--- src/rtl/port_batch_buffer_pkg.sv ---
// port_batch_buffer_pkg: shared constants, bank/drain state encodings and batch header layout
package port_batch_buffer_pkg;
    localparam int DATA_W = 16;
    localparam int DEPTH  = 8;
    localparam int PORT_W = 4;
    localparam int PRI_W  = 3;
    localparam int CNT_W  = $clog2(DEPTH) + 1;
    localparam int AW     = $clog2(DEPTH);
    localparam logic [CNT_W-1:0] ONE      = CNT_W'(1);
    localparam logic [CNT_W-1:0] LAST_IDX = CNT_W'(DEPTH - 1);
    typedef enum logic [1:0] {FREE, FILL, CLOSED, DRAIN} bank_state_e;
    typedef enum logic [1:0] {IDLE, REQ, BURST} drain_state_e;
    typedef struct packed {
        logic [PORT_W-1:0] dest;
        logic [PRI_W-1:0]  prior;
        logic [CNT_W-1:0]  cnt;
        logic              last;
    } batch_hdr_t;
endpackage

--- src/rtl/port_batch_buffer_bank.sv ---
// port_batch_buffer_bank: one ping-pong bank holding a batch of words, its header and lifecycle state
module port_batch_buffer_bank
    import port_batch_buffer_pkg::*;
(
    input  logic              clk,
    input  logic              rst_n,
    input  logic              i_wr,
    input  logic              i_close,
    input  logic              i_drain,
    input  logic              i_free,
    input  logic [AW-1:0]     i_waddr,
    input  logic [AW-1:0]     i_raddr,
    input  logic [DATA_W-1:0] i_wdata,
    input  batch_hdr_t        i_hdr,
    output bank_state_e       o_state,
    output batch_hdr_t        o_hdr,
    output logic [DATA_W-1:0] o_rdata
);
    logic [DATA_W-1:0] r_mem [DEPTH];
    bank_state_e       r_state;
    batch_hdr_t        r_hdr;

    always_ff @(posedge clk) if (i_wr) r_mem[i_waddr] <= i_wdata;

    // a write may coincide with the final drain beat; the new fill wins over the free
    always_ff @(posedge clk) begin
        if (!rst_n) begin
            r_state <= FREE;
            r_hdr   <= '0;
        end else begin
            r_state <= i_wr ? (i_close ? CLOSED : FILL) : i_drain ? DRAIN : i_free ? FREE : r_state;
            if (i_wr && i_close) r_hdr <= i_hdr;
        end
    end

    assign o_state = r_state;
    assign o_hdr   = r_hdr;
    assign o_rdata = r_mem[i_raddr];
endmodule

--- src/rtl/port_batch_buffer.sv ---
// port_batch_buffer: batches parser words into two ping-pong banks and bursts them to the SRAM writer
module port_batch_buffer
    import port_batch_buffer_pkg::*;
(
    input  logic              clk,
    input  logic              rst_n,
    input  logic              in_vld,
    input  logic              in_ctrl,
    input  logic              in_eop,
    input  logic [PORT_W-1:0] in_dest,
    input  logic [PRI_W-1:0]  in_prior,
    input  logic [DATA_W-1:0] in_data,
    output logic              out_req,
    input  logic              out_gnt,
    output logic [PORT_W-1:0] out_dest,
    output logic [PRI_W-1:0]  out_prior,
    output logic [CNT_W-1:0]  out_cnt,
    output logic              out_last,
    output logic              out_vld,
    output logic [DATA_W-1:0] out_data,
    output logic              err_ovf,
    output logic              err_proto
);
    logic              r_wr_bank, r_rd_bank, r_in_pkt, r_drop, r_ovf, r_proto;
    logic [CNT_W-1:0]  r_ptr, r_beat;
    logic [PORT_W-1:0] r_dest;
    logic [PRI_W-1:0]  r_prior;
    drain_state_e      r_dst;
    bank_state_e       w_state [2];
    batch_hdr_t        w_hdr [2];
    logic [DATA_W-1:0] w_rdata [2];
    batch_hdr_t        w_rd_hdr, w_new_hdr;
    logic              w_free, w_avail, w_drop, w_wr, w_close, w_busy;

    assign w_rd_hdr  = w_hdr[r_rd_bank];
    assign w_free    = r_dst == BURST && r_beat == w_rd_hdr.cnt - ONE;
    // a bank emptying on this very cycle can take the incoming word
    assign w_avail   = w_state[r_wr_bank] == FREE || w_state[r_wr_bank] == FILL ||
                       (w_state[r_wr_bank] == DRAIN && w_free);
    assign w_drop    = in_vld && (r_drop || !w_avail);
    assign w_wr      = in_vld && !w_drop;
    assign w_close   = w_wr && (in_eop || r_ptr == LAST_IDX);
    assign w_new_hdr = '{dest: in_ctrl ? in_dest : r_dest, prior: in_ctrl ? in_prior : r_prior,
                         cnt: r_ptr + ONE, last: in_eop};

    for (genvar g = 0; g < 2; g++) begin : g_bank
        port_batch_buffer_bank u_bank (
            .clk     (clk),
            .rst_n   (rst_n),
            .i_wr    (w_wr && r_wr_bank == 1'(g)),
            .i_close (w_close),
            .i_drain (r_dst == REQ && out_gnt && r_rd_bank == 1'(g)),
            .i_free  (w_free && r_rd_bank == 1'(g)),
            .i_waddr (r_ptr[AW-1:0]),
            .i_raddr (r_beat[AW-1:0]),
            .i_wdata (in_data),
            .i_hdr   (w_new_hdr),
            .o_state (w_state[g]),
            .o_hdr   (w_hdr[g]),
            .o_rdata (w_rdata[g])
        );
    end

    always_ff @(posedge clk) begin
        if (!rst_n) begin
            r_wr_bank <= 1'b0;
            r_rd_bank <= 1'b0;
            r_in_pkt  <= 1'b0;
            r_drop    <= 1'b0;
            r_ovf     <= 1'b0;
            r_proto   <= 1'b0;
            r_ptr     <= '0;
            r_beat    <= '0;
            r_dest    <= '0;
            r_prior   <= '0;
            r_dst     <= IDLE;
        end else begin
            if (w_wr) r_ptr <= w_close ? '0 : r_ptr + ONE;
            if (w_close) r_wr_bank <= ~r_wr_bank;
            if (in_vld) begin
                r_in_pkt <= !in_eop;
                r_drop   <= w_drop && !in_eop;
            end
            if (in_vld && in_ctrl) begin
                r_dest  <= in_dest;
                r_prior <= in_prior;
            end
            if (in_vld && in_ctrl && r_in_pkt) r_proto <= 1'b1;
            if (w_drop) r_ovf <= 1'b1;
            r_dst     <= r_dst == IDLE ? (w_state[r_rd_bank] == CLOSED ? REQ : IDLE) :
                         r_dst == REQ  ? (out_gnt ? BURST : REQ) : (w_free ? IDLE : BURST);
            r_beat    <= r_dst == BURST ? r_beat + ONE : '0;
            r_rd_bank <= r_rd_bank ^ w_free;
        end
    end

    assign w_busy    = r_dst != IDLE;
    assign out_req   = r_dst == REQ;
    assign out_vld   = r_dst == BURST;
    assign out_dest  = w_busy ? w_rd_hdr.dest : '0;
    assign out_prior = w_busy ? w_rd_hdr.prior : '0;
    assign out_cnt   = w_busy ? w_rd_hdr.cnt : '0;
    assign out_last  = w_busy ? w_rd_hdr.last : 1'b0;
    assign out_data  = out_vld ? w_rdata[r_rd_bank] : '0;
    assign err_ovf   = r_ovf;
    assign err_proto = r_proto;
endmodule

--- config.mk ---
export PLATFORM = sky130hd
export DESIGN_NAME = port_batch_buffer
export DESIGN_NICKNAME = d
export VERILOG_FILES = /design/src/rtl/port_batch_buffer_pkg.sv /design/src/rtl/port_batch_buffer_bank.sv /design/src/rtl/port_batch_buffer.sv
export SDC_FILE = /design/constraint.sdc
export NUM_CORES = 1
export LEC_CHECK = 0
export CAP_MARGIN = 20
export CORE_MARGIN = 2
export CORE_UTILIZATION = 57
export DETAILED_ROUTE_END_ITERATION = 7
export DONT_BUFFER_PORTS = 1
export PLACE_DENSITY = 0.8
export SETUP_SLACK_MARGIN = 0.02
export SKIP_CTS_REPAIR_TIMING = 1
export SYNTH_ARGS = -nofsm -noshare
export SYNTH_HDL_FRONTEND = slang
export SYNTH_SLANG_ARGS = --single-unit
--- constraint.sdc ---
create_clock -name clk -period 5.2 [get_ports clk]
set_input_delay 0.52 -clock clk [delete_from_list [all_inputs] [get_ports clk]]
set_output_delay 0.52 -clock clk [all_outputs]
set_load 0.02 [all_outputs]
# Yosys cells after proc, flatten, opt, wreduce, memory -nomap -nowiden
# Memories as Yosys holds them, arrays and structs flattened. A register that Yosys moved wholly into a read port is not among the register bits.
# Index checks and enable logic that the tools add are counted.
# totals
regBits,51
ram_bits,256
inputBits,29
out_inout_bits,32
elab_cells,108
mem_count,2
# memory_table
name,words,width,read_ports,rd_clocked_by_memory_dff,wr,line,source
g_bank[0].u_bank.r_mem,8,16,1,1,1,port_batch_buffer_bank.sv:19,logic [DATA_W-1:0] r_mem [DEPTH];
g_bank[1].u_bank.r_mem,8,16,1,1,1,port_batch_buffer_bank.sv:19,
# op_classes
addsub,3
n_lt_le_gt_ge,2
eq_ne,7
mux,38
bitwise,5
reduce_logical,30
# ops
operator,n
$mux W16,4
$mux W12,3
$mux W2,17
$logic_and A1 B1 Y1,17
$mux W4,4
$mux W3,4
$add A4 B1 Y4 const B,2
$eq A2 B2 Y1 const B,3
$mux W1,6
$reduce_bool A3 Y1,2
$eq A2 B1 Y1 const B,2
$eq A4 B3 Y1 const B,1
$eq A4 B4 Y1,1
$ge A2 B2 Y1 const B,2
$logic_not A2 Y1,2
$logic_or A1 B1 Y1,4
$not A1 Y2,2
$sub A4 B1 Y4 const B,1
$logic_not A1 Y1,3
$not A1 Y1,2
$reduce_and A2 Y1,1
$reduce_bool A2 Y1,1
$xor A1 B1 Y1,1

# Depth between registers and ports, before layout
# logic_depth
depth_word,17
mapped_depth,12
depth_no_buf,11

# By module
# Synthesis repeated with hierarchy kept, for this count alone.
# hier_totals
cells_unflattened,728
area_unflattened_um2,12828.6
# modules_own_cells
mod,instances,cells_each,area_each_um2,seq_area_each_um2
port_batch_buffer_bank,2,260,5574.1,4124.0
port_batch_buffer,1,208,1680.4,460.4

# Worst setup path after synthesis
# No wires, ideal clock.
# synth_timing
path_kind,flip-flop to flip-flop
startpoint,reg r_rd_bank
endpoint,"mem g_bank[0].u_bank.r_mem[0][0], enable pin"
setup_time_ns,0.430
arrival_ns,3.608
required_ns,4.770
setup_slack_ns,1.162
stages_incl_launch_ff,11
path_buffers,2
period_less_slack_ns,4.038
cell_sequence,dfxtp_1 -> buf_6 -> mux2i_2 -> ha_1 -> xnor2_1 -> xnor2_1 -> and4_1 -> a21oi_2 -> or3_1 -> buf_4 -> nor4_1
# synth_via
elab_chain_len,17
# synth_lines
element,line,source
from (decl),port_batch_buffer.sv:24,"logic r_wr_bank, r_rd_bank, r_in_pkt, r_drop, r_ovf, r_proto;"
from (signal assigned),port_batch_buffer.sv:93,r_rd_bank <= r_rd_bank ^ w_free;
$not A1 Y2 (implied by the code),port_batch_buffer.sv:35,assign w_rd_hdr = w_hdr[r_rd_bank];
$mux W12 (implied by the code) (3 in a row),port_batch_buffer.sv:35,
$sub A4 B1 Y4,port_batch_buffer.sv:36,assign w_free = r_dst == BURST && r_beat == w_rd_hdr.cnt - ONE;
$eq A4 B4 Y1,port_batch_buffer.sv:36,
$logic_and A1 B1 Y1,port_batch_buffer.sv:36,
$logic_and A1 B1 Y1,port_batch_buffer.sv:39,(w_state[r_wr_bank] == DRAIN && w_free);
$logic_or A1 B1 Y1,port_batch_buffer.sv:38,assign w_avail = w_state[r_wr_bank] == FREE || w_state[r_wr_bank] == FILL ||
$logic_not A1 Y1,port_batch_buffer.sv:40,assign w_drop = in_vld && (r_drop || !w_avail);
$logic_or A1 B1 Y1,port_batch_buffer.sv:40,
$logic_and A1 B1 Y1,port_batch_buffer.sv:40,
$logic_not A1 Y1,port_batch_buffer.sv:41,assign w_wr = in_vld && !w_drop;
$logic_and A1 B1 Y1,port_batch_buffer.sv:41,
$logic_and A1 B1 Y1,port_batch_buffer.sv:50,".i_wr (w_wr && r_wr_bank == 1'(g)),"
$mux W1,port_batch_buffer_bank.sv:23,always_ff @(posedge clk) if (i_wr) r_mem[i_waddr] <= i_wdata;
$mux W1 (implied by the code),port_batch_buffer_bank.sv:23,
to (decl),port_batch_buffer_bank.sv:19,
# No other way between the ends. The select of a mux whose other input is x is not followed.

# Worst setup path after layout
# layout_timing
startpoint,reg r_rd_bank
endpoint,"mem g_bank[0].u_bank.r_mem[5][13], enable pin"
# Same word-level chain as after synthesis.

==> results.txt <==
VDD sags by at most 283 uV. The largest stage delay on the critical path is between 0.7 and 0.8 ns. Yosys mapped the design onto 50 distinct sky130hd cell types. After detailed routing, the number of remaining DRC violations is 0.

The number of antenna violations at the first check in global routing is 0. In this design, the critical path's most frequently occurring cell is sky130_fd_sc_hd__xnor2_1. The critical path in this run is classified as reg2reg. The number of cells traversed by the worst register-to-register path is 10. The endpoint identified for the worst register-to-register timing path is g_bank[0].u_bank.r_mem[5][13]. The layout overhead on the synthesized area came out at 11.7%. TritonCTS built the clock tree. Synthesis produced a netlist whose cell count is 677.

The number of max-slew violations in the final report is 0. The final standard cell area without fillers is about 14,000 sq um. Once placement finished, the instance area stood at about 13,000 sq um.

Global routing used 24.2% of the available tracks across all layers. In this run the core area contains 53 standard-cell rows. Derived from the worst setup path, the maximum achievable clock frequency is 0.241 GHz. The post-detailed-route via-to-cell ratio came out at 6.40. The flop-to-flop setup slack is 1.04 ns. The aggregate global routing overflow came out at 0. After layout, the worst setup slack is 1.04 ns. The worst setup timing slack at the placement stage is roughly 1.1 ns. The number of vias after detailed routing came out at 6,352.

For this run, the post-layout net count is ~730. The arrival time reported for the critical path endpoint came out at 4.41 ns. The number of maximum-capacitance violations is 0. The detail route stage leaves a number of antenna-violating nets equal to 0.

The startpoint identified for the worst register-to-register timing path is r_rd_bank. The worst setup path is captured at a flip-flop. The depth of the worst hold-timing path is 0. The count of yosys warnings during synthesis is 0. In the synthesized netlist the async set-or-reset flop fraction comes to 0%. The number of nets in the synthesized netlist is 711. The worst setup path is launched from a flip-flop. The die area came out at 22,800 sq um.

The tightest min-delay check is of the in2reg type. For this design the ratio of total power to cell area is between 300 and 400 nW/um^2. The floorplan step defined a core boundary enclosing 21,100 sq um. Of the post-synthesis cell area, the dominant cell type holds 62.5%. In this design, the largest share of critical-path delay is due to simple AND/OR/NAND/NOR gates. The number of synthesized flops with an enable pin is approximately 260. The ratio of final minimum period to clock period is 80.0%. The worst slew margin relative to its limit came out at 33.7%.

Setup repair after global routing left no endpoint under its margin. Clock latency on the worst-skew pair, taken at its later pin, is 0.55 ns. The share of cells above drive strength 1 is 24.0%. The per-instance average area after synthesis is roughly 18 sq um. The final setup violation count is 0. After clock tree synthesis, the clock-pin slew on the worst setup and hold paths is ~0.070 ns. The setup clock skew after layout came out at 0.0133 ns. The H-tree depth reported by CTS came out at 1. The die is 151 um tall. The total count of hold-check failures in the final report is 0. The critical path goes through mux2i_2 -> ha_1 -> xnor2_1 -> xnor2_1 -> and4_1 -> a21oi_2 -> or3_1 -> or2_4 -> nor2_1 -> buf_4.

The final cell utilization of the core is 65.1%. The number of buffers between clock root and the deepest sink came out at 3. The effective utilization at floorplan came out at 58.3%. For hold timing, the worst endpoint is g_bank[0].u_bank.r_mem[5][4]. The initial DRC count came out at 638. The HPWL after detailed placement is approximately 15,000 um. The maximum number of pins on one net before global-route repair is 67.

In the final routed layout, each cell accounts on average for 26.7 um. Of all cell types, the one taking the most synthesized area is sky130_fd_sc_hd__edfxtp_1. The number of top-level design ports came out at 61. The worst endpoint required time is ~5.5 ns. Yosys attributes the largest share of cell area to sky130_fd_sc_hd__edfxtp_1 62%, sky130_fd_sc_hd__mux4_2 15%, sky130_fd_sc_hd__dfxtp_1 8.3%, sky130_fd_sc_hd__o211a_1 1.5%, sky130_fd_sc_hd__mux2i_1 1.5%.

The via count of the first global-routing pass is 6,607. The part of the Yosys area used for sequential elements is a little over two thirds. The critical path buffer and inverter count came out at 1. The post-synthesis instance area is 12,300 sq um.

The largest fanout on the critical path came out at 15. The first global-routing pass estimated approximately 40,000 um of wire. The sum of routed wire length over all layers came out at 26,500 um. The number of antenna repair diodes came out at 0. The number of detailed-route iterations in the first pass came out at 5. The total of buffers placed on input and output ports came out at 0. The run finished with clean final reports. The clock net sink count came out at 307. The total clock buffers created by CTS came out at 30. The setup TNS came out at 0 ns.

For this run, the leading register cell type out of synthesis is sky130_fd_sc_hd__edfxtp_1. Sorting the synthesized cells by how often they occur yields 256 x sky130_fd_sc_hd__edfxtp_1, 80 x sky130_fd_sc_hd__mux4_2, 51 x sky130_fd_sc_hd__dfxtp_1. The slowest stage of the critical path is the sky130_fd_sc_hd__dfxtp_2 cell. The startpoint identified for the worst hold timing path is in_data[4]. The clock root buffer is sky130_fd_sc_hd__clkbuf_16. The number of synthesized register bits is 307. Counting I/O delays and the setup requirement, the final critical path takes roughly 4.2 ns. The most common cell in the synthesized netlist is sky130_fd_sc_hd__edfxtp_1.

The slew at the pin closest to its max-slew limit came out at 0.990 ns. The static power due to leakage is roughly 0.0045 uW. The weighted congestion reported at the end of routability-driven placement is 0.839. The die is 151 um wide.
[logic make-up after synthesis]
logic type,after synthesis,synth area share [%]
and+or+nand+nor,141,5.67
buffers and inverters,53,1.97
adders and majority gates,5,0.509
AOI/OAI and AO/OA,61,3.89
xor gates and xnor gates,10,0.773
DFF,307,70.8
muxes,100,16.4
[state kept, by name, indices dropped and copies added, names as in the netlist]
name,count
r_beat,4
r_drop,1
r_in_pkt,1
err_proto,1
err_ovf,1
g_bank.u_bank.o_hdr,24
g_bank.u_bank.r_mem,256
r_rd_bank,1
g_bank.u_bank.o_state,4
r_wr_bank,1
r_dest,4
r_ptr,4
r_dst,2
r_prior,3
[how the worst max path moves through the flow]
stage	start	endpoint	slack, ns	cells after the start
finish	r_rd_bank	g_bank[0].u_bank.r_mem[5][13]	1.04	10
global placement	r_rd_bank	g_bank[0].u_bank.r_mem[5][10]	1.25	10
detailed placement	r_rd_bank	g_bank[0].u_bank.r_mem[4][10]	1.15	10
floorplan	r_rd_bank	g_bank[0].u_bank.r_mem[0][0]	1.16	10
CTS	r_rd_bank	g_bank[0].u_bank.r_mem[4][10]	1.02	10
global route	r_rd_bank	g_bank[0].u_bank.r_mem[5][13]	0.79	10
[per-stage QoR]
stage	hold WS (ns)	power, uW	instances
after floorplan	0.441	2990	677
final	0.0680	5230	993
after detailed placement	0.456	3050	936
after global routing	0.0495	5370	993
after global placement	0.451	3040	936
after CTS	0.0531	5270	992
[cell type report]
| type | count | area, sq um |
|---|---|---|
| flip-flops and latches | 307 | 8710 |
| well taps | 275 | 344 |
| repair buffers | 27 | 206 |
| inverters | 11 | 41.3 |
| fillers | 1349 | 7350 |
| clock buffers | 40 | 810 |
| clock inverters | 16 | 216 |
| multi-input cells | 317 | 3400 |
[cells in the final DEF (no fill, tap or decap), types with 8 or more instances in the layout]
cell and n:
sky130_fd_sc_hd__clkbuf_16 31, sky130_fd_sc_hd__nand3_1 11, sky130_fd_sc_hd__nor2_1 26, sky130_fd_sc_hd__buf_4 26, sky130_fd_sc_hd__nor2b_1 8, sky130_fd_sc_hd__clkbuf_1 9
sky130_fd_sc_hd__mux2i_1 18, sky130_fd_sc_hd__nor3_2 8, sky130_fd_sc_hd__nand2_1 44, sky130_fd_sc_hd__inv_1 11, sky130_fd_sc_hd__o211a_1 19, sky130_fd_sc_hd__dfxtp_1 48
sky130_fd_sc_hd__a21boi_0 12, sky130_fd_sc_hd__edfxtp_1 256, sky130_fd_sc_hd__and2_1 16, sky130_fd_sc_hd__mux4_2 80
[metal layers]
layer / GRT usage, % / vias up / share of wire (%)
li1: - / 2714 / -
met1: 32.8 / 3262 / 38
met2: 39.5 / 320 / 50
met3: 5.48 / 56 / 9.8
met4: 7.90 / 0 / 3.1
met5: 0 / - / 0
[where the power goes]
part / total [uW] / internal (uW) / switching (uW)
combinational: 248 / 109 / 139
sequential: 2750 / 2720 / 32.6
clock: 2230 / 1340 / 890
total: 5230 / 4170 / 1060
Power figures use the tool's default switching activity.
